$ cat config.mk
export PLATFORM = sky130hd
export DESIGN_NAME = m_dmem_arbiter
export DESIGN_NICKNAME = d
export VERILOG_FILES = /design/src/rtl/m_dmem_arbiter.sv
export SDC_FILE = /design/constraint.sdc
export NUM_CORES = 1
export LEC_CHECK = 0
export CAP_MARGIN = 20
export CORE_MARGIN = 8
export CORE_UTILIZATION = 36
export DETAILED_ROUTE_END_ITERATION = 6
export GPL_TIMING_DRIVEN = 0
export PLACE_DENSITY = 0.88
export SLEW_MARGIN = 25
export SYNTH_ARGS = -nofsm -noshare
export SYNTH_HDL_FRONTEND = slang
export SYNTH_SLANG_ARGS = --single-unit
$ cat constraint.sdc
create_clock -name clk -period 2.26 [get_ports clk]
set_clock_uncertainty 0.2 [all_clocks]
set_input_delay 0.452 -clock clk [delete_from_list [all_inputs] [get_ports clk]]
set_output_delay 0.452 -clock clk [all_outputs]
set_load 0.02 [all_outputs]
$ cat src/rtl/m_dmem_arbiter.sv
// Two-master (CPU/DMA) arbiter and sequencer for the byte-enabled data-memory port.
// Build option: DMEM_ARB_CPU_PRIO_EN selects fixed CPU priority instead of round-robin.

module m_dmem_be_check (
  input  logic [1:0] lowAddr,
  input  logic [3:0] byteen,
  output logic       ok
);
  // Legal pattern and its lowest enabled lane must match the address offset.
  always_comb begin
    ok = 1'b0;
    case (byteen)
      4'b0000:                   ok = 1'b1;
      4'b0001, 4'b0011, 4'b1111: ok = (lowAddr == 2'b00);
      4'b0010:                   ok = (lowAddr == 2'b01);
      4'b0100, 4'b1100:          ok = (lowAddr == 2'b10);
      4'b1000:                   ok = (lowAddr == 2'b11);
      default:                   ok = 1'b0;
    endcase
  end
endmodule

module m_dmem_arbiter #(
  parameter int TIMEOUT_CYCLES = 16,
  parameter int CNT_W          = 8
) (
  input  logic        clk,
  input  logic        reset_n,
  input  logic        cpu_req,
  input  logic [31:0] cpu_addr,
  input  logic [31:0] cpu_wdata,
  input  logic [3:0]  cpu_byteen,
  output logic        cpu_done,
  output logic [31:0] cpu_rdata,
  output logic        cpu_err,
  input  logic        dma_req,
  input  logic [31:0] dma_addr,
  input  logic [31:0] dma_wdata,
  input  logic [3:0]  dma_byteen,
  output logic        dma_done,
  output logic [31:0] dma_rdata,
  output logic        dma_err,
  output logic        mem_req,
  output logic [31:0] mem_addr,
  output logic [31:0] mem_wdata,
  output logic [3:0]  mem_byteen,
  input  logic        mem_ack,
  input  logic [31:0] mem_rdata,
  output logic        busy
);
  localparam int NUM_MST = 2;
  localparam logic [CNT_W-1:0] LIMIT = CNT_W'(TIMEOUT_CYCLES - 1);

  typedef struct packed {
    logic [31:0] addr;
    logic [31:0] wdata;
    logic [3:0]  byteen;
  } dmemReqT;

  typedef enum logic [1:0] {IDLE, ISSUE, RESP} stateT;

  stateT                   state, stateNxt;
  dmemReqT [NUM_MST-1:0]   mReq;
  logic    [NUM_MST-1:0]   mVld, mOk;
  logic                    anyReq, grantDma, timeoutHit;
  logic                    owner;  // 0 = CPU, 1 = DMA
  logic    [29:0]          addrQ;
  logic    [31:0]          wdataQ, rdataQ;
  logic    [3:0]           beQ;
  logic                    errQ;
  logic    [CNT_W-1:0]     cnt;

  assign mReq[0] = '{addr: cpu_addr, wdata: cpu_wdata, byteen: cpu_byteen};
  assign mReq[1] = '{addr: dma_addr, wdata: dma_wdata, byteen: dma_byteen};
  assign mVld    = {dma_req, cpu_req};
  assign anyReq  = |mVld;

  for (genvar g = 0; g < NUM_MST; g++) begin : gChk
    m_dmem_be_check uChk (
      .lowAddr (mReq[g].addr[1:0]),
      .byteen  (mReq[g].byteen),
      .ok      (mOk[g])
    );
  end

`ifdef DMEM_ARB_CPU_PRIO_EN
  assign grantDma = mVld[1] & ~mVld[0];
`else
  logic rrCpuNext;
  assign grantDma = mVld[1] & (~mVld[0] | ~rrCpuNext);

  // Point at the master that did not own the transaction just finished.
  always_ff @(posedge clk or negedge reset_n)
    if (!reset_n)            rrCpuNext <= 1'b1;
    else if (state == RESP)  rrCpuNext <= owner;
`endif

  assign timeoutHit = (cnt == LIMIT);

  always_ff @(posedge clk or negedge reset_n)
    if (!reset_n) state <= IDLE;
    else          state <= stateNxt;

  always_comb begin
    stateNxt = state;
    case (state)
      IDLE:    if (anyReq) stateNxt = mOk[grantDma] ? ISSUE : RESP;
      ISSUE:   if (mem_ack || timeoutHit) stateNxt = RESP;
      RESP:    stateNxt = IDLE;
      default: stateNxt = IDLE;
    endcase
  end

  always_ff @(posedge clk or negedge reset_n) begin
    if (!reset_n) begin
      owner  <= 1'b0;
      addrQ  <= '0;
      wdataQ <= '0;
      beQ    <= '0;
      rdataQ <= '0;
      errQ   <= 1'b0;
      cnt    <= '0;
    end else begin
      case (state)
        IDLE: if (anyReq) begin
          owner  <= grantDma;
          addrQ  <= mReq[grantDma].addr[31:2];
          wdataQ <= mReq[grantDma].wdata;
          beQ    <= mReq[grantDma].byteen;
          errQ   <= ~mOk[grantDma];
          rdataQ <= '0;
          cnt    <= '0;
        end
        ISSUE: begin
          // Ack takes precedence over a timeout landing in the same cycle.
          if (mem_ack) begin
            rdataQ <= (beQ == 4'b0000) ? mem_rdata : 32'h0;
            errQ   <= 1'b0;
          end else if (timeoutHit) begin
            rdataQ <= '0;
            errQ   <= 1'b1;
          end else begin
            cnt <= cnt + CNT_W'(1);
          end
        end
        default: ;
      endcase
    end
  end

  always_comb begin
    mem_req    = 1'b0;
    busy       = 1'b0;
    mem_addr   = {addrQ, 2'b00};
    mem_wdata  = wdataQ;
    mem_byteen = beQ;
    cpu_done   = 1'b0;
    cpu_rdata  = '0;
    cpu_err    = 1'b0;
    dma_done   = 1'b0;
    dma_rdata  = '0;
    dma_err    = 1'b0;
    case (state)
      ISSUE: begin
        mem_req = 1'b1;
        busy    = 1'b1;
      end
      RESP: begin
        busy = 1'b1;
        if (owner) begin
          dma_done  = 1'b1;
          dma_rdata = rdataQ;
          dma_err   = errQ;
        end else begin
          cpu_done  = 1'b1;
          cpu_rdata = rdataQ;
          cpu_err   = errQ;
        end
      end
      default: ;
    endcase
  end
endmodule

After elaboration in Yosys (flattened, before gate mapping)
Index checks and enable logic that the tools add are counted.
{"block": "totals", "ff_bits": 111, "in_bits": 173, "out_inout_bits": 138, "elab_cells": 99}
{"block": "classes", "addsub": 1, "order_cmp": 1, "eq_ne": 28, "muxes": 37, "bitwise_logic": 5, "reduce_logical": 18}
{"op": "$mux W32", "n": 8}
{"op": "$mux W68", "n": 2}
{"op": "$pmux W32 S2", "n": 1}
{"op": "$eq A4 B4 Y1 const B", "n": 6}
{"op": "$mux W8", "n": 3}
{"op": "$eq A4 B2 Y1 const B", "n": 4}
{"op": "$pmux W8 S2", "n": 1}
{"op": "$mux W1", "n": 15}
{"op": "$logic_not A4 Y1", "n": 3}
{"op": "$eq A2 B2 Y1 const B", "n": 5}
{"op": "$pmux W1 S5", "n": 2}
{"op": "$add A8 B1 Y8 const B", "n": 1}
{"op": "$eq A4 B1 Y1 const B", "n": 2}
{"op": "$eq A4 B3 Y1 const B", "n": 2}
{"op": "$eq A8 B4 Y1 const B", "n": 1}
{"op": "$ne A2 B2 Y1 const B", "n": 4}
{"op": "$reduce_or A2 Y1", "n": 4}
{"op": "$eq A2 B1 Y1 const B", "n": 3}
{"op": "$logic_not A2 Y1", "n": 3}
{"op": "$mux W2", "n": 3}
{"op": "$reduce_or A3 Y1", "n": 2}
{"op": "$pmux W2 S2", "n": 1}
{"op": "$reduce_and A2 Y1", "n": 2}
{"op": "$reduce_and A4 Y1", "n": 1}
{"op": "other kinds (9)", "n": 11}

Depth between registers and ports, before layout
{"block": "logic_depth", "depth_word": 8, "mapped_depth": 9, "depth_no_buf": 7}

Hierarchy
A second synthesis with hierarchy kept.
{"block": "hier_totals", "cells_unflattened": 606, "area_unflattened_um2": 5774.3}
{"module": "m_dmem_arbiter", "instances": 1, "cells_per_inst": 588, "area_per_inst_um2": 5626.6, "seq_area_each_um2": 2778.9}
{"module": "m_dmem_be_check", "instances": 2, "cells_per_inst": 9, "area_per_inst_um2": 73.8, "seq_area_each_um2": 0.0}

Worst setup path after synthesis
Ideal clock, no wire load.
{"block": "synth_path", "path_kind": "reg2out", "start": "register state[0]", "end": "output cpu_rdata[22]", "arrival_ns": 1.640, "required_ns": 1.608, "slack_ns": -0.032, "path_stages_with_launch": 6, "path_buffers": 1, "cell_sequence": "dfrtp_1 > inv_1 > ha_1 > nor2b_1 > clkbuf_1 > and2_1"}
{"block": "synth_via", "elab_chain_len": 2}
{"item": "from (decl)", "line": "62", "rtl": "stateT state, stateNxt;"}
{"item": "from (signal assigned)", "line": "102", "rtl": "else state <= stateNxt;"}
{"item": "$eq A2 B2 Y1", "line": "163", "rtl": "case (state)"}
{"item": "$mux W32", "line": "163"}
{"item": "to (decl)", "line": "34", "rtl": "output logic [31:0] cpu_rdata,"}
No other way between the ends.

Final worst setup path
{"block": "layout_path", "start": "register state[0]", "end": "output cpu_rdata[13]"}
The elaborated chain is that of the path after synthesis.

==> run summary <==
status: complete, but fails checks
failing checks: negative setup slack
maximum VDD drop: 0.000481 V
hold path cells: 2
DR vias/cell: 4.91
reg-to-reg endpoint: rdataQ[1]
Worst EP required: 1610 ps
Crit-path slowest cell: dfrtp_1
antenna-violating nets left: 0
reg2reg setup slack: 120 ps
Layout Cells excl Fill: 1,156
final period utilization: 106%
post-layout util: 61.7%
end of the worst hold path: mem_wdata[24]
GPL Wtd Cong: 0.917
CP Class: reg2out
IO buf count: 308
CTS tree: built
largest net degree at the start of global routing: 63
Synth Area per Inst: 9.51 um2
Layout area overhead: 69.8%
worst-path maximum fanout: 5
worst r2r src: cnt[4]
Crit path buffers/inverters: 5
final hold vios: 0
crit end category: primary output
worst hold path class: reg2reg
Clock Path Buffers: 2
CP peak stage delay: 390 ps
drt first pass iters: 4
Max Slew Vio Count: 0
Post-Synthesis Cell Area: 5710 um2
final net count: 1,112
Via Count: 5,679
initial core utilization: 36.4%
hold path startpoint: mem_wdata[24]
H-tree Lvls: 3
Syn. warnings: 0
DP Area: 9100 um2
crit-path cells: inv_2, ha_4, buf_4, nor2b_4, buf_8, buf_4, and2_4, buf_6
post-DP HPWL: 16,800 um
CP Data Arrival Time: 1750 ps
vias in the first global route: 5,946
Routed WL: 21,300 um
Unique masters post-synth: 41
Chip Height: 142 um
Clk Latency, worst-skew pair: 340 ps
global-route wire length before repair: 31,800 um
final worst slack: -144 ps
clock sink total: 111
DR DRC count: 0
FF+latch count, synth: 111
layout cells sized above 1: 21.8%
num ports: 311
unrepaired setup endpoints after global routing: yes
Setup crit start kind: flip-flop
GRT Util Overall: 20.2%
Crit path depth: 8
Tmin final: 2400 ps
std cell rows: 46
Min Hold Slack: 278 ps
Reg clk slew, reported paths: 70 ps
max-capacitance violation count: 0
placed cells: 1,127
Starting DRT DRC Count: 150
post-route cell area: 9700 um2
# diodes: 0
root buffer cell: clkbuf_16
Setup Viol. Count Final: 33
sequential cell area fraction in the yosys report: 48.6%
initial antenna violation count: 0
wire per inst: 18.4 um
Die Area: 20,200 um2
CP dominant cell by count: buf_4
worst r2r path cells: 7
Core Area: 15,700 um2
fmax: 416 MHz
power per cell area: 1020 nW/um2
Congestion Overflow GR: 0
die span in x: 142 um
synthesized instance count: 601
P_leak: 0.00444 uW
CTS Buf Count: 9
Crit path max-delay family: buffers and inverters
## state kept, by name, indices dropped and copies added (netlist names)
| register | flops |
|---|---|
| rdataQ | 32 |
| owner | 1 |
| mem_byteen | 4 |
| cnt | 8 |
| state | 2 |
| rrCpuNext | 1 |
| errQ | 1 |
| addrQ | 30 |
| mem_wdata | 32 |
## kinds of logic after synthesis
kind of cell    count (synthesis)  share of synthesized area (%)
simple gates                  234                           19.2
compound gates                127                           13.8
flops                         111                           48.6
mux                            69                           12.1
buf+inv                        49                           4.31
xor+xnor                        6                          0.920
fa+ha+maj                       4                          0.876
other cells                     1                         0.0656
## Yosys cell counts (all sizes together)
master     n  area (um2)
and4       1        8.76
dfrtp    110        2750
buf       18         130
nand3      1        5.00
nand2    135         507
o31ai      2        15.0
a21oi      3        15.0
nor4       2        12.5
mux2i     67         671
clkbuf    28         105
nor2      13        48.8
nor2b      5        31.3
nand2b     1        6.26
and3      36         225
and2      34         213
nor3b      2        15.0
conb       1        3.75
a211oi     1        7.51
a2111oi    1        27.5
a32oi      1        8.76
mux2       2        22.5
nor3       3        15.0
o21ai    107         614
o2111ai    2        17.5
a21boi     1        7.51
o211ai     4        35.0
ha         4        50.1
xor2       6        52.6
a31oi      1        6.26
inv        3        11.3
or4        1        11.3
dfstp      1        26.3
a211o      1        8.76
a22o       3        26.3
## power by group
group	leakage (uW)	internal, uW	switching (uW)
Clock	0.000151	904	744
Combinational	0.00286	2330	2900
Sequential	0.00142	2640	402
## how the worst max path moves through the flow
stage	slack [ps]	startpoint	endpoint
finish	-140	state[0]	cpu_rdata[13]
CTS	-200	state[0]	cpu_rdata[22]
detailed placement	-1040	dma_req	addrQ[21]
floorplan	100	state[0]	cpu_rdata[22]
global placement	-3740	reset_n	addrQ[0]
global route	-200	state[0]	cpu_rdata[13]
## metal layers
metal	up-vias	GRT usage [%]	routed length (um)
met1	2681	22.1	8220
met2	254	36.7	11000
met3	28	6.04	1690
met5	-	0	0
met4	0	6.39	446
li1	2716	-	-
## area by class of cell
cell class	count	area, um2
Buffer	42	285
Clock buffer	11	243
Clock inverter	5	65.1
Fill cell	1301	6010
Inverter	3	11.3
Multi-Input combinational cell	443	2860
Sequential cell	111	2780
Tap cell	216	270
Timing Repair Buffer	325	3180
## through the flow
stage | TNS, ps | total power [uW] | setup WS [ps]
floorplan | 0 | 5490 | 98.8
finish | -2650 | 9920 | -144
global placement | -509440 | 7810 | -3740
detailed placement | -99590 | 7930 | -1040
CTS | -3390 | 9880 | -205
global route | -4250 | 10500 | -203
## timing repair
item                       CTS  global route
pin swaps                    6             4
cloned                       3             0
hold endpoints to repair    49             0
hold buffers                 1             0
setup buffers                6             8
setup endpoints to repair  144           162
resized for setup          369           100
## cell usage in the layout (no fill, tap or decap), types with 2 or more instances in the layout
cell type        synthesis  layout
clkdlybuf4s50_1          0     236
nand2_1                135     135
dfrtp_1                110     109
o21ai_0                 73      71
mux2i_1                 67      67
buf_6                    6      53
and3_1                  36      32
and2_4                   0      29
buf_4                    2      26
clkbuf_2                 0      19
buf_2                    8      19
o21ai_2                 18      18
o21ai_1                 15      16
nor2_1                  13      12
clkbuf_16                0       9
clkbuf_1                28       8
xor2_1                   6       6
and2_1                  34       5
and3_4                   0       4
nor2b_1                  5       3
a21oi_1                  3       3
nor3_1                   3       3
o211ai_1                 3       3
a22o_1                   3       3
inv_1                    3       2
nor2b_4                  0       2
buf_8                    0       2
nor4_1                   2       2
mux2_2                   2       2
o21ai_4                  1       2
o31ai_1                  2       2
o2111ai_1                2       2
ha_1                     4       2
ha_4                     0       2
conb_1                   1       2
inv_6                    0       2
clkinv_4                 0       2
## worst min-delay path, cell delays in order, from the launching register on
cell and delay, ps:
dfrtp_1 340, nand2_1 40, o21ai_0 60
Note: power is estimated with default switching activity, not from simulation.
